===== config.mk =====
export PLATFORM = sky130hd
export DESIGN_NAME = yags_update_ctrl
export DESIGN_NICKNAME = d
export VERILOG_FILES = /design/src/rtl/yags_pkg.sv /design/src/rtl/yags_res_fifo.sv /design/src/rtl/yags_update_ctrl.sv
export SDC_FILE = /design/constraint.sdc
export NUM_CORES = 1
export LEC_CHECK = 0
export ABC_AREA = 0
export BUFFER_PORTS_ARGS = -buffer_cell sky130_fd_sc_hd__buf_2
export CORE_MARGIN = 1.5
export CORE_UTILIZATION = 48
export DETAILED_ROUTE_END_ITERATION = 8
export PLACE_DENSITY = 0.7
export SLEW_MARGIN = 0
export SYNTH_ARGS = -nofsm -noshare
export SYNTH_HDL_FRONTEND = slang
export SYNTH_SLANG_ARGS = --single-unit

===== constraint.sdc =====
create_clock -name clk -period 6.1 [get_ports clk]
set_input_delay 1.83 -clock clk [delete_from_list [all_inputs] [get_ports clk]]
set_output_delay 1.83 -clock clk [all_outputs]
set_load 0.05 [all_outputs]

===== src/rtl/yags_pkg.sv =====
// Shared types and helpers for the YAGS predictor update path.
package yags_pkg;

    typedef logic [1:0] ctr_t;

    localparam ctr_t CTR_WEAK_T  = 2'b10;
    localparam ctr_t CTR_WEAK_NT = 2'b01;

    // Table writes derived from one resolved branch.
    typedef struct packed {
        logic choice_we;
        ctr_t choice_wdata;
        logic cache_we;
        logic cache_sel;
        ctr_t cache_wdata;
    } upd_t;

    typedef enum logic {
        ST_IDLE,
        ST_ISSUE
    } state_t;

    // Two-bit saturating counter step towards the outcome.
    function automatic ctr_t sat_update(input ctr_t c, input logic taken);
        if (taken) begin
            return (c == 2'b11) ? c : c + 2'b01;
        end
        return (c == 2'b00) ? c : c - 2'b01;
    endfunction

endpackage


===== src/rtl/yags_res_fifo.sv =====
// Parameterised synchronous FIFO with occupancy count; DEPTH is a power of two.
module yags_res_fifo #(
    parameter int unsigned WIDTH = 8,
    parameter int unsigned DEPTH = 4
) (
    input  logic                       clk,
    input  logic                       reset,
    input  logic                       push,
    input  logic [WIDTH-1:0]           push_data,
    input  logic                       pop,
    output logic [WIDTH-1:0]           pop_data,
    output logic [$clog2(DEPTH+1)-1:0] count
);
    localparam int unsigned PTR_W = (DEPTH > 1) ? $clog2(DEPTH) : 1;
    localparam int unsigned CNT_W = $clog2(DEPTH + 1);

    logic [WIDTH-1:0] mem_q [DEPTH];
    logic [WIDTH-1:0] mem_d [DEPTH];
    logic [PTR_W-1:0] wr_ptr_q, wr_ptr_d, rd_ptr_q, rd_ptr_d;
    logic [CNT_W-1:0] count_q, count_d;
    logic             do_push, do_pop;

    // Pointer, count and storage next-state.
    always_comb begin
        do_push  = push && (count_q != CNT_W'(DEPTH));
        do_pop   = pop && (count_q != '0);
        mem_d    = mem_q;
        wr_ptr_d = wr_ptr_q;
        rd_ptr_d = rd_ptr_q;
        count_d  = count_q;
        if (do_push) begin
            mem_d[wr_ptr_q] = push_data;
            wr_ptr_d        = wr_ptr_q + PTR_W'(1);
        end
        if (do_pop) begin
            rd_ptr_d = rd_ptr_q + PTR_W'(1);
        end
        if (do_push && !do_pop) begin
            count_d = count_q + CNT_W'(1);
        end else if (!do_push && do_pop) begin
            count_d = count_q - CNT_W'(1);
        end
    end

    // Control state resets; storage holds data only.
    always_ff @(posedge clk) begin
        mem_q <= mem_d;
        if (reset) begin
            wr_ptr_q <= '0;
            rd_ptr_q <= '0;
            count_q  <= '0;
        end else begin
            wr_ptr_q <= wr_ptr_d;
            rd_ptr_q <= rd_ptr_d;
            count_q  <= count_d;
        end
    end

    assign pop_data = mem_q[rd_ptr_q];
    assign count    = count_q;

endmodule


===== src/rtl/yags_update_ctrl.sv =====
// YAGS update controller: buffers resolved branches, derives choice-PHT and
// exception-cache writes, issues them on write-port grants, keeps statistics.
module yags_update_ctrl
    import yags_pkg::*;
#(
    parameter int unsigned PHT_IDX_W   = 10,
    parameter int unsigned CACHE_IDX_W = 8,
    parameter int unsigned TAG_W       = 6,
    parameter int unsigned GHR_W       = 8,
    parameter int unsigned FIFO_DEPTH  = 4
) (
    input  logic                   clk,
    input  logic                   reset,
    input  logic                   res_valid,
    output logic                   res_ready,
    input  logic [31:0]            res_pc,
    input  logic                   res_taken,
    input  logic [GHR_W-1:0]       res_ghr,
    input  logic [1:0]             res_choice_ctr,
    input  logic                   res_cache_hit,
    input  logic [1:0]             res_cache_ctr,
    input  logic                   res_mispredict,
    input  logic                   wr_grant,
    output logic                   choice_we,
    output logic [PHT_IDX_W-1:0]   choice_idx,
    output logic [1:0]             choice_wdata,
    output logic                   cache_we,
    output logic                   cache_sel,
    output logic [CACHE_IDX_W-1:0] cache_idx,
    output logic [TAG_W-1:0]       cache_tag,
    output logic [1:0]             cache_wdata,
    output logic [31:0]            stat_branches,
    output logic [31:0]            stat_mispredicts,
    output logic                   idle
);
    localparam int unsigned REC_W = PHT_IDX_W + CACHE_IDX_W + TAG_W + 6;
    localparam int unsigned CNT_W = $clog2(FIFO_DEPTH + 1);

    // Indices and tag are formed at push time so only the needed bits are buffered.
    logic [REC_W-1:0]       push_rec, head_rec;
    logic [CNT_W-1:0]       fifo_count;
    logic                   fifo_push, fifo_pop, fifo_empty;
    logic [PHT_IDX_W-1:0]   h_cidx;
    logic [CACHE_IDX_W-1:0] h_kidx;
    logic [TAG_W-1:0]       h_tag;
    logic                   h_taken, h_hit;
    ctr_t                   h_cc, h_kc, choice_new, cache_new;
    upd_t                   upd;
    logic                   unused_in_bits;

    assign push_rec = {res_pc[PHT_IDX_W+1:2],
                       res_pc[CACHE_IDX_W+1:2] ^ res_ghr[CACHE_IDX_W-1:0],
                       res_pc[CACHE_IDX_W+TAG_W+1:CACHE_IDX_W+2],
                       res_taken, res_choice_ctr, res_cache_hit, res_cache_ctr};
    assign {h_cidx, h_kidx, h_tag, h_taken, h_cc, h_hit, h_kc} = head_rec;
    assign unused_in_bits = ^{res_pc, res_ghr};
    assign fifo_empty     = (fifo_count == '0);
    assign fifo_push      = res_valid && res_ready;

    yags_res_fifo #(
        .WIDTH (REC_W),
        .DEPTH (FIFO_DEPTH)
    ) u_fifo (
        .clk       (clk),
        .reset     (reset),
        .push      (fifo_push),
        .push_data (push_rec),
        .pop       (fifo_pop),
        .pop_data  (head_rec),
        .count     (fifo_count)
    );

    state_t                 state_q, state_d;
    upd_t                   iss_q, iss_d;
    logic [PHT_IDX_W-1:0]   iss_cidx_q, iss_cidx_d;
    logic [CACHE_IDX_W-1:0] iss_kidx_q, iss_kidx_d;
    logic [TAG_W-1:0]       iss_tag_q, iss_tag_d;
    logic [31:0]            stat_branches_q, stat_branches_d;
    logic [31:0]            stat_mispredicts_q, stat_mispredicts_d;
    logic                   fire;

    // YAGS update rules applied to the FIFO head record.
    always_comb begin
        upd              = '0;
        choice_new       = sat_update(h_cc, h_taken);
        cache_new        = sat_update(h_kc, h_taken);
        upd.choice_wdata = choice_new;
        upd.choice_we    = (choice_new != h_cc) &&
                           !((h_cc[1] != h_taken) && h_hit && (h_kc[1] == h_taken));
        if (h_hit) begin
            upd.cache_we    = (cache_new != h_kc);
            upd.cache_sel   = !h_cc[1];
            upd.cache_wdata = cache_new;
        end else if (h_cc[1] != h_taken) begin
            upd.cache_we    = 1'b1;
            upd.cache_sel   = h_taken;
            upd.cache_wdata = h_taken ? CTR_WEAK_T : CTR_WEAK_NT;
        end
    end

    // FSM state register.
    always_ff @(posedge clk) begin
        if (reset) state_q <= ST_IDLE;
        else       state_q <= state_d;
    end

    // FSM next state and FIFO pop.
    always_comb begin
        state_d  = state_q;
        fifo_pop = 1'b0;
        case (state_q)
            ST_IDLE: begin
                if (!fifo_empty) begin
                    fifo_pop = 1'b1;
                    state_d  = ST_ISSUE;
                end
            end
            ST_ISSUE: begin
                if (wr_grant) begin
                    if (!fifo_empty) fifo_pop = 1'b1;
                    else             state_d  = ST_IDLE;
                end
            end
            default: state_d = ST_IDLE;
        endcase
    end

    // FSM outputs: writes only in a granted ISSUE cycle, never during reset.
    always_comb begin
        fire         = (state_q == ST_ISSUE) && wr_grant && !reset;
        choice_we    = fire && iss_q.choice_we;
        choice_idx   = iss_cidx_q;
        choice_wdata = iss_q.choice_wdata;
        cache_we     = fire && iss_q.cache_we;
        cache_sel    = iss_q.cache_sel;
        cache_idx    = iss_kidx_q;
        cache_tag    = iss_tag_q;
        cache_wdata  = iss_q.cache_wdata;
        res_ready    = (fifo_count < CNT_W'(FIFO_DEPTH));
        idle         = fifo_empty && (state_q == ST_IDLE);
    end

    // Issue register load and statistics next-state.
    always_comb begin
        iss_d              = iss_q;
        iss_cidx_d         = iss_cidx_q;
        iss_kidx_d         = iss_kidx_q;
        iss_tag_d          = iss_tag_q;
        stat_branches_d    = stat_branches_q;
        stat_mispredicts_d = stat_mispredicts_q;
        if (fifo_pop) begin
            iss_d      = upd;
            iss_cidx_d = h_cidx;
            iss_kidx_d = h_kidx;
            iss_tag_d  = h_tag;
        end
        if (fifo_push) begin
            stat_branches_d = stat_branches_q + 32'd1;
            if (res_mispredict) stat_mispredicts_d = stat_mispredicts_q + 32'd1;
        end
    end

    // Issue register and statistics counters.
    always_ff @(posedge clk) begin
        if (reset) begin
            iss_q              <= '0;
            iss_cidx_q         <= '0;
            iss_kidx_q         <= '0;
            iss_tag_q          <= '0;
            stat_branches_q    <= '0;
            stat_mispredicts_q <= '0;
        end else begin
            iss_q              <= iss_d;
            iss_cidx_q         <= iss_cidx_d;
            iss_kidx_q         <= iss_kidx_d;
            iss_tag_q          <= iss_tag_d;
            stat_branches_q    <= stat_branches_d;
            stat_mispredicts_q <= stat_mispredicts_d;
        end
    end

    assign stat_branches    = stat_branches_q;
    assign stat_mispredicts = stat_mispredicts_q;

endmodule


Word-level counts from Yosys, hierarchy flattened

Cells that the tools add are included.

ROM bits: 0
Output and inout bits: 97
Input port bits: 51
RAM bits: 0
Bits in latches: 0
Word-level logic and storage cells: 93
Memories kept: 0
Flip-flop bits (word level): 223

Multiplexer cells: 25
Equal/unequal tests: 7
Order comparisons: 4
Bitwise gates (word level): 4
Reduce and logical (&&, ||, !) cells: 25
Add/sub/neg operators: 10
Div/mod/pow operators: 0
Shift operators: 0
Multiply operators: 0

Operators with widths:

| operator                                                             | number |
|---|---|
| 120-bit bitwise mux                                                  | 1 |
| 30-bit 2-to-1 mux                                                    | 3 |
| 32-bit by 1-bit adder with 32-bit output, second input constant      | 2 |
| 30-bit binary-select mux with 2-bit select                           | 1 |
| 30-bit demux with 2-bit select                                       | 1 |
| 2-bit 2-to-1 mux                                                     | 9 |
| 1-bit logical AND                                                    | 14 |
| 2-bit by 1-bit adder with 2-bit output, second input constant        | 4 |
| 4-bit 2-to-1 mux                                                     | 2 |
| 8-bit XOR                                                            | 1 |
| 3-bit greater-or-equal comparator, second input constant             | 2 |
| 3-bit 2-to-1 mux                                                     | 2 |
| 2-bit NOT with 3-bit output                                          | 2 |
| 1-bit zero test                                                      | 5 |
| 2-bit equality test, second input constant                           | 2 |
| 2-bit zero test                                                      | 2 |
| 1-bit 2-to-1 mux                                                     | 4 |
| 2-bit != test                                                        | 2 |
| 1-bit one-hot mux with 2 select lines                                | 2 |
| 2-bit by 1-bit subtractor with 2-bit output, second input constant   | 2 |
| 3-bit by 1-bit adder with 3-bit output, second input constant        | 1 |
| 3-bit zero test                                                      | 1 |
| 3-bit by 1-bit < comparator with 1-bit output, second input constant | 1 |
| 3-bit < comparator, second input constant                            | 1 |
| other kinds (8)                                                      | 8 |

Longest topological paths before layout

Word-level depth: 10
Depth in mapped cells: 10
Depth with buffers taken out: 9

Hierarchy

Synthesis repeated with hierarchy kept, for this count alone.

Cells, all modules: 739
Area total of the unflattened synthesis: 9225.1 µm²

Modules (own cells, without submodules):

| module           | instances | area each (µm²) | cells an instance | seq. area each (µm²) |
|---|---|---|---|---|
| yags_res_fifo    | 1         | 4784.6          | 200               | 3743.6 |
| yags_update_ctrl | 1         | 4440.5          | 539               | 1921.8 |

Worst setup path after synthesis

OpenSTA, ideal clock, no wires.

Kind: in2out
Start: input reset
End: output cache_we
Stages: 2
Arrival time: 2.563 ns
Path buffers: 1
Required time: 4.270 ns
Slack: 1.707 ns
Cells stage by stage: clkbuf_1 and4b_1

Word-level cells in the longest chain between the ends: 3

Ends and longest elaborated chain:

| item              | RTL line                | source |
|---|---|---|
| start, declared   | yags_update_ctrl.sv:13  | `input logic reset,` |
| 1-bit zero test   | yags_update_ctrl.sv:130 | `fire = (state_q == ST_ISSUE) && wr_grant && !reset;` |
| 1-bit logical AND | yags_update_ctrl.sv:130 |  |
| 1-bit logical AND | yags_update_ctrl.sv:134 | `cache_we = fire && iss_q.cache_we;` |
| end, declared     | yags_update_ctrl.sv:27  | `output logic cache_we,` |

Every way passes these cells.

Worst setup path in the final report

Same ends and word-level chain as after synthesis.

==> flow_metrics.py <==
metrics = {
    "run_status": {
        "outcome": "completed",
    },
    "synthesis": {
        "postSynthCellCount": 695,
        "async_flop_share_pct": 0,
        "synthFlopType": "edfxtp_1",
        "postSynthAreaPerCell_um2": 12.49,
        "synth_cell_types": 49,
        "synth_fp_nets": 756,
        "ys_seq_area_share_pct": 62.03,
        "synthTopCellsByArea": "edfxtp_1, dfxtp_1, mux4_2",
        "synth_edf_count": 112,
        "synth_area_leader_cell": "edfxtp_1",
        "synth_area_um2": 8682,
        "ys_warn_count": 0,
        "ys_ff_latch": 213,
        "synth.top_cell.area_share_pct": 38.74,
    },
    "floorplanning": {
        "start_util_pct": 49.68,
        "num_rows": 48,
        "design.core.area_um2": 17480,
        "dieWidth_um": 137.5,
        "die_y_um": 137.5,
        "dieArea_um2": 18900,
        "num_io_pins": 148,
    },
    "placement": {
        "dpl_worst_slack_ps": 1667,
        "placed_cell_area_um2": 9508,
        "port_buffers": 129,
        "gp_congestion": 0.7974,
        "hpwl_um": 11340,
    },
    "routing": {
        "drc": 0,
        "num_vias": 5844,
        "dr.pass1.iters": 4,
        "detail-route-antenna-nets": 0,
        "wl_per_cell_um": 16.95,
        "drt_iter0_markers": 324,
        "routed_wl_um": 17970,
        "via_per_inst": 5.513,
    },
    "clocking": {
        "cts.repair.resized": 0,
        "path_clk_slew_ps": 60,
        "root_buffer": "clkbuf_16",
        "cts_setup_buffers": 0,
        "ctsHoldBuffers": 0,
        "worst_skew_pair.late_latency_ps": 510,
        "cts_tree": "done",
        "htreeDepth": 1,
        "cts_sinks": 213,
        "cts_buffers": 22,
        "clockBufferDepth": 3,
    },
    "setup_path": {
        "reg2reg_from": "u_fifo.count[2]",
        "cp.arrival_ps": 2590,
        "worstPathRequired_ps": 4270,
        "cpMaxStageDelayCell": "and4b_1",
        "max_stage_delay_ps": 280,
        "reg2regPathDepth": 5,
        "reg2reg_slack_ps": 3270,
        "worst-path-max-fanout": 27,
        "r2r-end": "stat_branches[20]",
        "critPathKind": "in -> out",
        "worstSetupEndpointType": "output pin",
        "critical_path.cell_chain": "buf_4 > and4b_1 > buf_2",
        "cp-start-kind": "input port",
    },
    "sta": {
        "hold_viol_final": 0,
        "max_freq_mhz": 226.1,
        "relSlewSlack_pct": 39.95,
        "setup_viol": 0,
        "fin_crit_sh_pct": 72.52,
        "slew_violations": 0,
        "tightestPinTransition_ps": 896.7,
        "fin_ws_ps": 1676,
        "holdWs_ps": 449.3,
        "clock-skew-final_ps": 20.91,
        "rsz0062_at_grt": "false",
        "setup_tns_ps": 0,
        "finalCriticalPeriod_ps": 4424,
    },
    "grt": {
        "antenna_found_initial": 2,
        "grt_pass1_vias": 5546,
        "grt_pass1_wl_um": 27860,
        "grt_max_degree": 80,
        "grt.total_usage_pct": 18.82,
        "gr-total-overflow": 0,
    },
    "power_and_ir_drop": {
        "p_int_mw": 2.723,
        "powerDensity_nw_per_um2": 404.9,
        "clockPowerShare_pct": 29.0,
        "vdd_ir_drop_max_mv": 0.3339,
        "p_comb_share_pct": 27.5,
        "seq_power_share_pct": 43.5,
        "swShare_pct": 33.71,
        "power.switching_mw": 1.385,
        "leakagePower_nw": 3.770,
    },
    "cells_and_area": {
        "layout_common_cells": "buf_2, edfxtp_1, dfxtp_1",
        "area_growth_pct": 16.83,
        "drive_above_1_share_pct": 24.22,
        "final_common_cell": "buf_2",
        "fin_nets": 882,
        "fin_area_um2": 10140,
    },
    "worst_hold_path": {
        "hold_path_end": "cache_tag[4]",
        "min_path_type": "reg -> reg",
        "hold_start": "cache_tag[4]",
        "min_path_cells": 2,
    },
    "run": {
        "drv_cap": 0,
    },
}
-- cells in the mapped netlist, drive strengths merged, types with 11 or more instances --
master  count
a21oi      46
and3       12
and4       11
buf        16
clkbuf     20
dfxtp     101
edfxtp    112
inv        17
mux4       28
nand2      68
nand3      27
nand4      13
nor2       65
nor3       11
nor4       16
or3        11
xnor2      33
xor2       27
-- flip-flops by register name (all words and copies together) (netlist names), 3 cells and up --
name	flops
choice_idx	9
cache_idx	8
stat_branches	32
cache_tag	5
u_fifo.mem_q	112
u_fifo.count	3
stat_mispredicts	32
-- worst max-delay path: cells and delay by family --
kind,cells,cell delay [ps]
simple gates,1,280
buf+inv,2,480
-- area by class of cell --
class	instances	area (um2)
well taps	225	281.5
repair buffers	138	715.7
diodes	1	2.502
clock buffers	30	580.6
flip-flops and latches	213	5386
inverters	18	67.56
clock inverters	7	52.55
multi-input cells	428	3057
fillers	1409	7333
-- worst max path at each step --
stage,startpoint,end,slack (ps),depth (start not counted)
6_report,reset,cache_we,1680,3
2_1_floorplan,reset,cache_we,1710,2
4_1_cts,reset,cache_we,1660,3
3_5_place_dp,reset,cache_we,1670,3
3_3_place_gp,reset,cache_we,1670,3
5_1_grt,reset,cache_we,1640,3
-- kinds of logic after synthesis --
group	synth area share (%)
AOI/OAI and AO/OA	4.540
xor gates and xnor gates	6.053
adders and majority gates	1.758
buffers and inverters	2.853
DFF	62.03
muxes	7.984
and+or+nand+nor	14.79
-- routing by layer --
metal	part of all wire [%]	GRT usage, %
met5	0.061	0
met4	1.7	4.152
met3	6.9	4.489
met2	48	33.06
met1	43	23.61
-- power by group through the flow --
stage	Clock, mW	Combinational (mW)	Sequential (mW)
final	1.19	1.13	1.79
after detailed placement	0	1.15	1.82
after floorplan	0	0.693	2.00
after global placement	0	1.13	1.80
after global routing	1.27	1.22	1.81
after CTS	1.22	1.15	1.79
-- through the flow --
step | total power [mW] | utilization [%] | instances
2_1_floorplan | 2.692 | - | 695
3_3_place_gp | 2.930 | 54.40 | 1022
3_5_place_dp | 2.963 | 54.40 | 1022
4_1_cts | 4.156 | 58.03 | 1059
5_1_grt | 4.298 | 58.03 | 1059
6_report | 4.108 | 58.04 | 1060
Note: power is estimated with default switching activity, not from simulation.
